File: config.mk
export PLATFORM = sky130hd
export DESIGN_NAME = bcd_onehot_decoder_flat
export DESIGN_NICKNAME = d
export VERILOG_FILES = /design/src/rtl/bcd_dec_pkg.sv /design/src/rtl/bcd_onehot_decoder_if.sv /design/src/rtl/bcd_digit_acc.sv /design/src/rtl/bcd_onehot_decoder.sv /design/src/flat_wrapper.sv
export SDC_FILE = /design/constraint.sdc
export NUM_CORES = 1
export LEC_CHECK = 0
export CAP_MARGIN = 5
export CORE_MARGIN = 2
export CORE_UTILIZATION = 50
export CTS_BUF_LIST = sky130_fd_sc_hd__clkbuf_4
export CTS_CLUSTER_SIZE = 8
export DETAILED_ROUTE_END_ITERATION = 10
export PLACE_DENSITY = 0.78
export SYNTH_ARGS = -nofsm -noshare
export SYNTH_HDL_FRONTEND = slang
export SYNTH_SLANG_ARGS = --single-unit
File: constraint.sdc
create_clock -name clk -period 3.7 [get_ports clk]
set_input_delay 0.925 -clock clk [delete_from_list [all_inputs] [get_ports clk]]
set_output_delay 0.925 -clock clk [all_outputs]
set_load 0.005 [all_outputs]
File: src/rtl/bcd_dec_pkg.sv
// Shared types and constants for the BCD one-hot decoder.
//   state_t : decoder FSM states
//   BCD_MAX : largest legal BCD digit
//   ACC_W() : accumulator width needed to hold any DIGITS-digit decimal code
package bcd_dec_pkg;

  typedef enum logic [1:0] {IDLE, ACCUM, DONE, ERR} state_t;

  localparam logic [3:0] BCD_MAX = 4'd9;

  // $clog2(10**digits), built with a loop so it stays a plain constant function.
  function automatic int ACC_W(input int digits);
    int p;
    p = 1;
    for (int i = 0; i < digits; i++) p = p * 10;
    return $clog2(p);
  endfunction

endpackage

File: src/rtl/bcd_onehot_decoder_if.sv
// Handshake bundle between a digit source and the BCD one-hot decoder.
//   master : drives digit_valid/digit/commit/clear, observes results
//   slave  : the decoder side
interface bcd_onehot_decoder_if #(
  parameter int N_OUT = 23
);
  logic             digit_valid;
  logic [3:0]       digit;
  logic             commit;
  logic             clear;
  logic [N_OUT-1:0] q;
  logic             q_valid;
  logic             err;
  logic             busy;

  modport master (
    output digit_valid, digit, commit, clear,
    input  q, q_valid, err, busy
  );

  modport slave (
    input  digit_valid, digit, commit, clear,
    output q, q_valid, err, busy
  );
endinterface

File: src/rtl/bcd_digit_acc.sv
// Decimal code accumulator for the BCD decoder.
//   clk, reset_n : clock, synchronous active-low reset
//   clr          : zero acc/cnt (frame abandoned)
//   load         : start a frame with this digit (acc = digit, cnt = 1)
//   push         : append this digit (acc = acc*10 + digit, cnt + 1)
//   digit        : incoming BCD digit
//   acc          : accumulated value, wide enough for DIGITS decimal digits
//   illegal      : current digit is not a BCD digit
//   ovf          : code already holds DIGITS digits, another would overflow
module bcd_digit_acc
  import bcd_dec_pkg::*;
#(
  parameter int  DIGITS = 2,
  localparam int AW     = ACC_W(DIGITS),
  localparam int CW     = $clog2(DIGITS + 1)
) (
  input  logic          clk,
  input  logic          reset_n,
  input  logic          clr,
  input  logic          load,
  input  logic          push,
  input  logic [3:0]    digit,
  output logic [AW-1:0] acc,
  output logic          illegal,
  output logic          ovf
);

  logic [CW-1:0] cnt;

  assign illegal = (digit > BCD_MAX);
  assign ovf     = (cnt == CW'(DIGITS));

  // push is only issued while cnt < DIGITS, so acc < 10**(DIGITS-1) and the
  // multiply-add result always fits in AW bits.
  always_ff @(posedge clk) begin
    if (!reset_n || clr) begin
      acc <= '0;
      cnt <= '0;
    end else if (load) begin
      acc <= AW'(digit);
      cnt <= CW'(1);
    end else if (push) begin
      acc <= acc * AW'(10) + AW'(digit);
      cnt <= cnt + CW'(1);
    end
  end

endmodule

File: src/rtl/bcd_onehot_decoder.sv
// BCD code to one-hot decoder.
// Digits arrive MSD first on digit/digit_valid; commit decodes the code into
// a single set bit of q (1-cycle latency). Bad digits, overlong codes, empty
// commits and out-of-range codes land in ERR.
//   clk, reset_n : clock, synchronous active-low reset
//   bus (slave)  : digit_valid, digit, commit, clear in; q, q_valid, err, busy out
// Parameters: N_OUT (2..1000, <= 10**DIGITS) one-hot width, DIGITS (1..3).
// The interface instance must use the same N_OUT.
// Build option: define BCD_DEC_STICKY_ERR_EN to hold ERR until clear/reset;
// otherwise err is a one-cycle pulse followed by IDLE.
module bcd_onehot_decoder
  import bcd_dec_pkg::*;
#(
  parameter int N_OUT  = 23,
  parameter int DIGITS = 2
) (
  input  logic                  clk,
  input  logic                  reset_n,
  bcd_onehot_decoder_if.slave   bus
);

  localparam int AW = ACC_W(DIGITS);

  state_t           state;
  logic [N_OUT-1:0] q_r;
  logic             q_valid_r, err_r, busy_r;
  logic             acc_clr, acc_load, acc_push;
  logic [AW-1:0]    acc;
  logic             illegal, ovf;

  bcd_digit_acc #(.DIGITS(DIGITS)) u_acc (
    .clk     (clk),
    .reset_n (reset_n),
    .clr     (acc_clr),
    .load    (acc_load),
    .push    (acc_push),
    .digit   (bus.digit),
    .acc     (acc),
    .illegal (illegal),
    .ovf     (ovf)
  );

  // Accumulator steering mirrors the FSM: commit wins over a same-cycle digit,
  // so a digit is only taken when commit is low.
  always_comb begin
    acc_clr  = 1'b0;
    acc_load = 1'b0;
    acc_push = 1'b0;
    if (bus.clear) acc_clr = 1'b1;
    else begin
      case (state)
        IDLE, DONE: acc_load = bus.digit_valid && !bus.commit && !illegal;
        ACCUM:      acc_push = bus.digit_valid && !bus.commit && !illegal && !ovf;
        default: ;
      endcase
    end
  end

  always_ff @(posedge clk) begin
    if (!reset_n || bus.clear) begin
      state     <= IDLE;
      q_r       <= '0;
      q_valid_r <= 1'b0;
      err_r     <= 1'b0;
      busy_r    <= 1'b0;
    end else begin
      case (state)
        // DONE behaves like IDLE except that commit is ignored and the held
        // result stays until a new digit arrives.
        IDLE, DONE: begin
          if (bus.commit) begin
            if (state == IDLE) begin
              state <= ERR;
              err_r <= 1'b1;
            end
          end else if (bus.digit_valid) begin
            q_r       <= '0;
            q_valid_r <= 1'b0;
            if (illegal) begin
              state <= ERR;
              err_r <= 1'b1;
            end else begin
              state  <= ACCUM;
              busy_r <= 1'b1;
            end
          end
        end
        ACCUM: begin
          if (bus.commit) begin
            busy_r <= 1'b0;
            if (int'(acc) < N_OUT) begin
              state     <= DONE;
              q_r       <= N_OUT'(1) << acc;
              q_valid_r <= 1'b1;
            end else begin
              state <= ERR;
              err_r <= 1'b1;
            end
          end else if (bus.digit_valid && (illegal || ovf)) begin
            state  <= ERR;
            err_r  <= 1'b1;
            busy_r <= 1'b0;
          end
        end
        ERR: begin
`ifdef BCD_DEC_STICKY_ERR_EN
          state <= ERR;
`else
          state <= IDLE;
          err_r <= 1'b0;
`endif
        end
        default: state <= IDLE;
      endcase
    end
  end

  assign bus.q       = q_r;
  assign bus.q_valid = q_valid_r;
  assign bus.err     = err_r;
  assign bus.busy    = busy_r;

endmodule

File: src/flat_wrapper.sv
// flat-port wrapper written by rule: the top's interface ports become plain ports
module bcd_onehot_decoder_flat import bcd_dec_pkg::*;
#(
  parameter int N_OUT  = 23,
  parameter int DIGITS = 2
)
  (clk, reset_n, bus_digit_valid, bus_digit, bus_commit, bus_clear, bus_q, bus_q_valid, bus_err, bus_busy);
  bcd_onehot_decoder_if #(.N_OUT(N_OUT)) bus_i ();
  input  logic clk;
  input  logic reset_n;
  input wire logic [$bits(bus_i.digit_valid)-1:0] bus_digit_valid;
  input wire logic [$bits(bus_i.digit)-1:0] bus_digit;
  input wire logic [$bits(bus_i.commit)-1:0] bus_commit;
  input wire logic [$bits(bus_i.clear)-1:0] bus_clear;
  output wire logic [$bits(bus_i.q)-1:0] bus_q;
  output wire logic [$bits(bus_i.q_valid)-1:0] bus_q_valid;
  output wire logic [$bits(bus_i.err)-1:0] bus_err;
  output wire logic [$bits(bus_i.busy)-1:0] bus_busy;
  assign bus_i.digit_valid = bus_digit_valid;
  assign bus_i.digit = bus_digit;
  assign bus_i.commit = bus_commit;
  assign bus_i.clear = bus_clear;
  assign bus_q = bus_i.q;
  assign bus_q_valid = bus_i.q_valid;
  assign bus_err = bus_i.err;
  assign bus_busy = bus_i.busy;
  bcd_onehot_decoder #(.N_OUT(N_OUT), .DIGITS(DIGITS)) u_core (.clk(clk), .reset_n(reset_n), .bus(bus_i));
endmodule
==> impl_metrics.ini <==
[yosys]
yosys-top-cells-area = sky130_fd_sc_hd__dfxtp_1 42%, sky130_fd_sc_hd__a22oi_1 6.7%, sky130_fd_sc_hd__ha_1 5.6%
synth.avg_cell_area_um2 = 9.28
synth_nets = 211
ys_seq_area_frac = 0.416
synth_top_flop_cell = sky130_fd_sc_hd__dfxtp_1
yosysMostFrequentCell = sky130_fd_sc_hd__dfxtp_1
synth_edf_count = 0
synthesis.instances = 192
synth-seq-cells = 37
synth_top_cells_by_count = 37 x sky130_fd_sc_hd__dfxtp_1, 26 x sky130_fd_sc_hd__nor2_1, 16 x sky130_fd_sc_hd__a22oi_1, 9 x sky130_fd_sc_hd__a22o_1, 8 x sky130_fd_sc_hd__ha_1
postSynth.asyncResetShare = 0
synth_largest_area_cell = sky130_fd_sc_hd__dfxtp_1
synth.lib_cells_used.distinct = 43
mappedNetlistArea_um2 = 1780
synth_largest_type_area_fraction = 0.416
yosys_warnings = 0

[clock_network]
cts.repair.resized = 0
cts_hold_repair.buffers = 0
worstSkewPairLatency_ps = 340
cts_max_level = 2
clockRootBuffer = sky130_fd_sc_hd__clkbuf_4
tritoncts = yes
clkSinkCount = 37
tritoncts.num_buffers = 5
cts_post_setup_buffers_inserted = 0
clock_tree.buffer_depth = 2
path_clk_slew_ps = 110

[die]
die_h_um = 63.7
core-area_um2 = 3390
initial_utilization = 0.526
number_of_ports_placed_on_the_die_boundary = 35
core.rowCount = 21
die_area_um2 = 4060
die_x_um = 63.7

[timing]
achievable-frequency_ghz = 0.355
final.min_clock_period_ps = 2820
worst_clock_skew_ps = 9.28
final_worst_setup_slack_ps = 882
final_max_slew_viol_count = 0
fraction_of_the_cycle_the_final_worst_path_needs = 0.762
finalHoldViolations = 0
rsz0062_at_grt = no
timing.slew.headroom = 0.525
timing_worst_slew_pin_value_ps = 703
setup-violations-final = 0
timing.setup.tns_ps = 0

[drt]
drcViolationCount = 0
post_drt_antenna_nets = 0
detail_route.wirelength_um = 3880
firstDrtPassIters = 4
wl_per_cell_um = 14.2
detailroute.via_count = 1546
detail_route.iter0.violations = 115
drt-vias-per-instance = 5.66

[final_layout]
share_of_cells_above_drive_strength_1 = 0.0573
final_design_area_no_fill_um2 = 2230
fin_nets = 246
syn_to_final_growth_pct = 25.4
antenna-diode-count = 0
filler_cell_count = 265

[global_route]
globalRouteTotalUtil = 0.205
grt_pass1_wl_um = 6510
grt_pass1_vias = 1414
antenna_found_initial = 0
grt_overflow_total = 0
grt_start_max_net_pins = 19

[placed_design]
final_gp_congestion = 0.832
port_buffers = 34
dp.final_hpwl_um = 2880
post_dp_cell_area_um2 = 2160
placement.setup.worst_slack_ps = 543

[worst_setup_path]
worst-r2r-setup-slack_ps = 1380
worstPathRequired_ps = 3930
cp.arrival_ps = 3050
cp_max_fo = 10
setup.worst_path.class = input port to register
worst_setup_path_start_kind = input port
end_kind = register

[status]
status = finished, final reports clean

[hold_path]
hold_class = register to register

[pwr]
power.leakage_nw = 0.784
vdd_ir_drop_max_uv = 141
power_density_nw_per_um2 = 329

[flow_run]
timing.max_cap.violations = 0
## layout make-up
cell class              count  area, µm²  area share
multi-input cells         142        985       0.441
flip-flops and latches     37        741       0.332
repair buffers             37        363       0.162
well taps                  46       57.6      0.0258
clock buffers               5       37.5      0.0168
clock inverters             2       35.0      0.0157
inverters                   4       15.0     0.00672
## where the power goes
| part | total (mW) | switching, mW | internal, mW | leakage (nW) |
|---|---|---|---|---|
| Combinational | 0.0646 | 0.0370 | 0.0276 | 0.444 |
| Clock | 0.264 | 0.126 | 0.138 | 0.0410 |
| Sequential | 0.407 | 0.00550 | 0.402 | 0.299 |
| Total | 0.735 | 0.169 | 0.567 | 0.784 |
## path summary, 6_finish.rpt
path                       start  cells past startpoint                   to
max                   bus_commit                      5  u_core.u_acc.acc[5]
min              u_core.bus.busy                      2      u_core.bus.busy
max reg2reg  u_core.u_acc.acc[1]                      7  u_core.u_acc.acc[6]
min reg2reg      u_core.bus.busy                      2      u_core.bus.busy
## worst max-delay path: stages
cell and delay, ps:
sky130_fd_sc_hd__clkdlybuf4s50_1 570, sky130_fd_sc_hd__or3b_4 490, sky130_fd_sc_hd__nor4_4 570, sky130_fd_sc_hd__nor2_1 90, sky130_fd_sc_hd__a2111oi_1 400
## cells in the final DEF (no fill, tap or decap), drive strengths merged, types with 2 or more instances in the layout
cell	count
dfxtp	37
clkdlybuf4s50	34
nor2	26
a22oi	16
a22o	9
ha	8
a21oi	6
nand3	6
nand2	6
o21ai	6
nor3	5
xnor2	5
clkbuf	5
inv	4
a211oi	4
nand4	4
nor4	4
nand2b	3
mux2i	3
nor2b	3
buf	3
and2	3
o21a	2
or4	2
xor2	2
a2111oi	2
or3	2
a31oi	2
fa	2
## sequential cells by signal (all words and copies together) (netlist names)
signal,flops
u_core.bus.busy,1
u_core.bus.err,1
u_core.bus.q,23
u_core.bus.q_valid,1
u_core.state,2
u_core.u_acc.acc,7
u_core.u_acc.cnt,2
## through the flow
step                      hold slack (ps)   util  power [mW]  std cells
after floorplan                       454      -       0.456        192
after global placement                456  0.638       0.478        266
after detailed placement              465  0.638       0.480        266
after CTS                             478  0.659       0.742        273
after global routing                  493  0.659       0.767        273
final                                 476  0.659       0.735        273
## cells by family after synthesis
group	Yosys count	synth area share
AND/OR/NAND/NOR	72	0.221
AO/OA/AOI/OAI	50	0.202
flip-flops	37	0.416
buffers and inverters	13	0.0316
adder cells (fa/ha/maj)	10	0.0787
XOR/XNOR	7	0.0344
multiplexers	3	0.0169
## per-layer routing
layer	GRT usage	routed length [µm]
met2	0.329	1870
met1	0.268	1800
met4	0.0815	65
met5	0	0
met3	0.0446	152
Note: power is estimated with default switching activity, not from simulation.
